[config.mk]
export PLATFORM = sky130hd
export DESIGN_NAME = aes_out_to_uart
export DESIGN_NICKNAME = d
export VERILOG_FILES = /design/src/rtl/aes_out_to_uart.sv
export SDC_FILE = /design/constraint.sdc
export NUM_CORES = 1
export LEC_CHECK = 0
export ABC_AREA = 1
export BUFFER_PORTS_ARGS = -buffer_cell sky130_fd_sc_hd__buf_2
export CAP_MARGIN = 40
export CORE_MARGIN = 4
export CORE_UTILIZATION = 44
export DETAILED_ROUTE_END_ITERATION = 8
export GPL_ROUTABILITY_DRIVEN = 0
export PLACE_DENSITY = 0.65
export SYNTH_ARGS = -nofsm -noshare
export SYNTH_HDL_FRONTEND = slang
export SYNTH_SLANG_ARGS = --single-unit
export TNS_END_PERCENT = 100
[constraint.sdc]
create_clock -name clk -period 2.75 [get_ports clk]
set_input_delay 0 -clock clk [delete_from_list [all_inputs] [get_ports clk]]
set_output_delay 0 -clock clk [all_outputs]
set_load 0.1 [all_outputs]
[src/rtl/aes_out_to_uart.sv]
// Serialises a 128-bit AES result onto a UART line as 16 bytes of 8N1,
// most-significant byte first, with a sticky flag for results that arrive mid-frame.
module aes_out_to_uart #(
  parameter int CLKS_PER_BIT = 87
) (
  input  logic         clk,
  input  logic         reset,
  input  logic [127:0] data_in,
  input  logic         data_valid,
  output logic         tx,
  output logic         busy,
  output logic         overflow
);

  typedef enum logic [1:0] {
    ST_IDLE  = 2'd0,
    ST_START = 2'd1,
    ST_DATA  = 2'd2,
    ST_STOP  = 2'd3
  } state_t;

  localparam logic [15:0] CNT_LAST = 16'(CLKS_PER_BIT - 1);

  state_t         state_reg, state_next;
  logic [15:0]    cnt_reg, cnt_next;
  logic [2:0]     bit_idx_reg, bit_idx_next;
  logic [3:0]     byte_idx_reg, byte_idx_next;
  logic [127:0]   shift_reg, shift_next;
  logic           tx_reg, tx_next;
  logic           overflow_reg, overflow_next;
  logic           bit_done;
  logic [7:0]     next_byte;

  assign bit_done = (cnt_reg == CNT_LAST);

  always_ff @(posedge clk) begin
    if (reset) begin
      state_reg    <= ST_IDLE;
      cnt_reg      <= '0;
      bit_idx_reg  <= '0;
      byte_idx_reg <= '0;
      shift_reg    <= '0;
      tx_reg       <= 1'b1;
      overflow_reg <= 1'b0;
    end else begin
      state_reg    <= state_next;
      cnt_reg      <= cnt_next;
      bit_idx_reg  <= bit_idx_next;
      byte_idx_reg <= byte_idx_next;
      shift_reg    <= shift_next;
      tx_reg       <= tx_next;
      overflow_reg <= overflow_next;
    end
  end

  always_comb begin
    state_next    = state_reg;
    cnt_next      = cnt_reg;
    bit_idx_next  = bit_idx_reg;
    byte_idx_next = byte_idx_reg;
    shift_next    = shift_reg;
    overflow_next = overflow_reg | (data_valid && (state_reg != ST_IDLE));

    case (state_reg)
      ST_IDLE: begin
        if (data_valid) begin
          state_next    = ST_START;
          shift_next    = data_in;
          cnt_next      = '0;
          bit_idx_next  = '0;
          byte_idx_next = '0;
        end
      end
      ST_START: begin
        if (bit_done) begin
          cnt_next     = '0;
          bit_idx_next = '0;
          state_next   = ST_DATA;
        end else begin
          cnt_next = cnt_reg + 16'd1;
        end
      end
      ST_DATA: begin
        if (bit_done) begin
          cnt_next = '0;
          if (bit_idx_reg == 3'd7) begin
            bit_idx_next = '0;
            state_next   = ST_STOP;
          end else begin
            bit_idx_next = bit_idx_reg + 3'd1;
          end
        end else begin
          cnt_next = cnt_reg + 16'd1;
        end
      end
      ST_STOP: begin
        if (bit_done) begin
          cnt_next = '0;
          if (byte_idx_reg == 4'd15) begin
            byte_idx_next = '0;
            state_next    = ST_IDLE;
          end else begin
            // The byte in flight always sits in the top 8 bits of the shift register.
            byte_idx_next = byte_idx_reg + 4'd1;
            shift_next    = {shift_reg[119:0], 8'h00};
            state_next    = ST_START;
          end
        end else begin
          cnt_next = cnt_reg + 16'd1;
        end
      end
      default: state_next = ST_IDLE;
    endcase
  end

  // tx is registered from the upcoming state so the line changes on the same edge as the state.
  always_comb begin
    next_byte = shift_next[127:120];
    tx_next   = 1'b1;
    case (state_next)
      ST_IDLE:  tx_next = 1'b1;
      ST_START: tx_next = 1'b0;
      ST_DATA:  tx_next = next_byte[bit_idx_next];
      ST_STOP:  tx_next = 1'b1;
      default:  tx_next = 1'b1;
    endcase
    busy = (state_reg != ST_IDLE);
  end

  assign tx       = tx_reg;
  assign overflow = overflow_reg;

endmodule

Word level (Yosys, flattened, before mapping) --
Cells that the tools add are included.
Word-level totals: word-level logic and storage cells 60, input bits 131, output and inout bits 3, flip-flop bits (word level) 155
Operators by class: $add $sub $neg 3, eq/ne operators 12, magnitude comparators 1, reduce and logical (&&, ||, !) cells 9, bitwise logic cells 1, muxes and demuxes 26
Operator list (number):
- 2-to-1 mux 128 bit | 3
- case mux 128 bit (2 select lines) | 1
- 2-to-1 mux 16 bit | 2
- case mux 16 bit (2 select lines) | 1
- adder 16 x 1 -> 16 bit (second input constant) | 1
- == test 16 x 7 -> 1 bit (second input constant) | 1
- 2-to-1 mux 3 bit | 4
- 2-to-1 mux 4 bit | 3
- 2-to-1 mux 2 bit | 5
- case mux 3 bit (3 select lines) | 1
- == test 2 bit (second input constant) | 4
- case mux 2 bit (4 select lines) | 1
- case mux 4 bit (2 select lines) | 1
- inequality test 2 bit (second input constant) | 3
- adder 4 x 1 -> 4 bit (second input constant) | 1
- == test 2 x 1 -> 1 bit (second input constant) | 2
- == test 4 bit (second input constant) | 1
- zero test 2 bit | 2
- less-than comparator 3 x 4 -> 1 bit (second input constant) | 1
- AND reduction 4 bit | 1
- nonzero test 2 bit | 2
- adder 3 x 1 -> 3 bit (second input constant) | 1
- binary-select mux 1 bit (select 3 bit) | 1
- == test 3 bit (second input constant) | 1
- other kinds (7) | 8

Longest topological paths before layout --
word-level depth 7, depth in mapped cells 18, mapped depth without buffers 18

Worst setup path after synthesis --
Ideal clock, no wire load.
kind reg-to-reg, start register state_reg[0], end register cnt_reg[13], buffers on the path 2, setup time 115 ps, data required time 2635 ps, stages on the path, launching flop included 15, setup slack 118 ps, period minus slack after synthesis 2632 ps, arrival time 2517 ps, cells stage by stage dfxtp_1 inv_1 ha_1 inv_2 or2_1 buf_2 inv_2 buf_2 nor4_2 nand2_1 nor4_2 nand2_1 nor2_1 a21oi_1 o21a_1
On the way: word-level cells in the longest chain between the ends 3, elaborated cells on any way between the ends 7, classes of those cells eq/ne (4); mux (1); reduce/logical (2)
RTL lines:
- start, declared | RTL line 24 | state_t state_reg, state_next;
- start signal, assigned | RTL line 46 | state_reg <= state_next;
- == test 2 bit / == test 2 x 1 -> 1 bit (equally long branches) | RTL line 64 | case (state_reg)
- OR reduction 3 bit (no line)
- case mux 16 bit (2 select lines) | RTL line 64
- end signal, assigned | RTL line 47 | cnt_reg <= cnt_next;
- end, declared | RTL line 25 | logic [15:0] cnt_reg, cnt_next;
Parallel ways exist; a longest one is shown, timed or not. A chain may end at the register's enable or synchronous reset.

Final worst setup path --
start register cnt_reg[0], end register shift_reg[67]
On the way: word-level cells in the longest chain between the ends 3
RTL lines:
- == test 16 x 7 -> 1 bit | RTL line 34 | assign bit_done = (cnt_reg == CNT_LAST);
- inequality test 2 bit (no line)
- AND reduction 4 bit (no line)
- end signal, assigned | RTL line 50 | shift_reg <= shift_next;
- end, declared | RTL line 28 | logic [127:0] shift_reg, shift_next;
Every way passes these cells.

==> impl_metrics.env <==
export IMPL_crit_type="reg -> reg"
export IMPL_cts_buffers=17
export IMPL_cp_end_kind="register"
export IMPL_antenna_left=0
export IMPL_critPathArrivalTime_ns=2.78
export IMPL_fin_nets=1378
export IMPL_syn_to_final_growth_pct=35.6
export IMPL_syn_nets=1160
export IMPL_grt_pass1_vias=7503
export IMPL_maxSlewViolCount=0
export IMPL_crit_required_ns=3.09
export IMPL_drt_first_pass_iters=5
export IMPL_synth_warnings=0
export IMPL_hold_viol=0
export IMPL_drc=0
export IMPL_syn_inst=1017
export IMPL_synthXorXnorAreaFrac=0.00349
export IMPL_die_area_sq_um=19300
export IMPL_port_buffers=133
export IMPL_track_usage=0.229
export IMPL_antenna_found_initial=0
export IMPL_grt_pass1_wl_microns=37200
export IMPL_antenna_cells=0
export IMPL_clkTransAtPathRegs_ns=0.06
export IMPL_clock_latency_ns=0.43
export IMPL_largest_register_ff_count=128
export IMPL_synth_mux_area_frac=0
export IMPL_die_h_microns=139
export IMPL_combinationalPowerShare=0.171
export IMPL_status="complete, no violations"
export IMPL_period_needed_ns=2.44
export IMPL_p_int_mw=4.33
export IMPL_worstSetupStartpointType="register"
export IMPL_cts_resized=0
export IMPL_power_share_clock=0.426
export IMPL_powerDensity_nw_per_um2=586
export IMPL_cts_tree="yes"
export IMPL_io_pins=134
export IMPL_path_max_fanout=50
export IMPL_cp_cell_sequence="inv_1, ha_1, inv_1, nor2_1, nand2_1, nor2_2, nand2_1, inv_2, nor2_2, nor3_4, nand2_4, nor2_8, buf_4, nand3_2, a31oi_1"
export IMPL_die_w_microns=139
export IMPL_rsz0062_at_grt="false"
export IMPL_maxSlewHeadroom=0.541
export IMPL_layout_drive_gt1_share=0.173
export IMPL_ys_ff_latch=155
export IMPL_grt_max_degree=121
export IMPL_dp_cells=1307
export IMPL_timing_final_crit_share=0.887
export IMPL_via_count=7996
export IMPL_std_cell_rows=47
export IMPL_setup_viol_count_final=0
export IMPL_hpwlAfterDp_microns=14000
export IMPL_wl_per_cell_microns=15.5
export IMPL_drt_iter0_drc=686
export IMPL_core_area_sq_um=16700
export IMPL_peakVddDrop_uv=465
export IMPL_clock_path_buffers=2
export IMPL_initial_core_util=0.451
export IMPL_synth_top_family_by_area="simple AND/OR/NAND/NOR gates"
export IMPL_synth_edff_count=0
export IMPL_max_cap_violations=0
export IMPL_skew_ns=0.0107
export IMPL_synthArstFlopShare=0
export IMPL_synth_fa_ha_area_frac=0.0199
export IMPL_power_switching_mw=1.65
export IMPL_hold_class="in -> reg"
export IMPL_synth_ff_type="dfxtp_1"
export IMPL_fin_setup_tns_ns=0
export IMPL_ys_seq_area_frac=0.412
export IMPL_slowest_delay_ns=0.46
export IMPL_htreeDepth=4
export IMPL_power_share_switching=0.276
export IMPL_synth_cell_types=38
export IMPL_syn_area_sq_um=7530
export IMPL_final_cells=1468
export IMPL_synth_compound_area_frac=0.168
export IMPL_wirelength_microns=22700
export IMPL_cts_sinks=155
export IMPL_sequentialPowerShare=0.403
export IMPL_overflow=0
export IMPL_cpMaxStageDelayCell="buf_4"
export IMPL_yosys_area_share_simple=0.313
export IMPL_syn_area_per_cell_sq_um=7.41
export IMPL_max_freq_mhz=410
export IMPL_tightest_slew_ns=0.689
export IMPL_leakage_nw=3.82
export IMPL_vias_per_cell=5.45
export IMPL_root_buffer="clkbuf_16"
-- metrics by stage --
step	worst slack (ns)	utilization	total power, mW	hold slack, ns	instance area (sq um)
after floorplan	0.118	-	3.11	0.145	7530
final	0.311	0.611	5.98	0.0460	10200
after CTS	0.314	0.611	6.00	0.0243	10200
after detailed placement	0.321	0.496	3.33	0.273	8280
after global placement	0.383	0.496	3.33	0.274	8280
after global routing	0.0113	0.611	6.22	0.0551	10200
-- layer usage --
layer / global-route usage / vias up / wire, microns
li1: - / 4019 / -
met1: 0.309 / 3671 / 10300
met2: 0.372 / 264 / 10700
met3: 0.0431 / 42 / 1150
met4: 0.0772 / 0 / 525
met5: 0 / - / 0
-- layout make-up --
class	count	area, sq um
flip-flops and latches	155	3100
multi-input cells	729	3810
inverters	47	179
fillers	1452	6490
clock inverters	12	184
clock buffers	20	457
repair buffers	285	2210
well taps	220	275
-- power by group through the flow --
stage | sequential [mW] | clock, mW | combinational [mW]
after global routing | 2.42 | 2.68 | 1.12
final | 2.41 | 2.55 | 1.02
after global placement | 2.46 | 0 | 0.865
after floorplan | 2.46 | 0 | 0.645
after detailed placement | 2.46 | 0 | 0.868
after CTS | 2.41 | 2.58 | 1.01
-- synth_stat cells, types with 2 or more instances --
master | instances | area, sq um
nor2_1 | 63 | 236
nand3_2 | 10 | 100
buf_6 | 10 | 113
buf_8 | 2 | 30.0
nor3b_1 | 3 | 22.5
nand2_1 | 200 | 751
buf_2 | 17 | 85.1
o21ai_0 | 16 | 80.1
a21oi_1 | 55 | 275
inv_2 | 7 | 26.3
xor2_1 | 3 | 26.3
buf_4 | 3 | 22.5
a32oi_1 | 32 | 280
clkbuf_1 | 52 | 195
nand3_1 | 219 | 1100
a211oi_1 | 10 | 75.1
nor4_2 | 2 | 25.0
nor2_2 | 4 | 25.0
buf_1 | 2 | 7.51
nor3_1 | 6 | 30.0
dfxtp_1 | 155 | 3100
inv_1 | 39 | 146
ha_1 | 12 | 150
a31oi_1 | 81 | 507
-- worst paths after layout --
kind	start	end	slack, ns	cells past startpoint
worst max-delay path	cnt_reg[0]$_SDFFE_PP0N_	shift_reg[67]$_SDFFE_PP0P_	0.31	15
worst min-delay path	reset	shift_reg[110]$_SDFFE_PP0P_	0.05	2
worst max register to register	cnt_reg[0]$_SDFFE_PP0N_	shift_reg[67]$_SDFFE_PP0P_	0.31	15
worst min register to register	shift_reg[7]$_SDFFE_PP0P_	shift_reg[7]$_SDFFE_PP0P_	0.47	2
-- worst max-delay path, delay by kind of cell, from the launching register on --
family | cells | cell delay [ns]
buffers and inverters | 4 | 0.68
AOI/OAI and AO/OA | 1 | 0.20
DFF | 1 | 0.33
adders and majority gates | 1 | 0.21
and+or+nand+nor | 9 | 0.91
-- cell usage in the layout (no fill, tap or decap), types with 4 or more instances in the layout --
master and instances:
dfxtp_1 155, inv_2 7, a31oi_1 81, clkbuf_16 17, nand3_1 219, buf_2 132, nor2_1 62, inv_1 38
buf_12 6, bufinv_16 4, nor3_1 6, ha_1 12, a32oi_1 32, inv_6 4, dlygate4sd3_1 129, nand3_2 10
a21oi_1 55, a211oi_1 10, nand2_1 200, o21ai_0 16, nor2_2 4, buf_4 18
-- repair_timing --
action                    in CTS  in global routing
setup buffers                  0                  0
hold buffers                 129                  0
hold endpoints to repair     129                  0
-- cells by family (layout without fill, tap and decap cells) --
group	Yosys count	after routing
AOI/OAI and AO/OA	200	200
and+or+nand+nor	514	514
adders and majority gates	12	12
DFF	155	155
buffers and inverters	133	364
xor gates and xnor gates	3	3
Power figures use the tool's default switching activity.
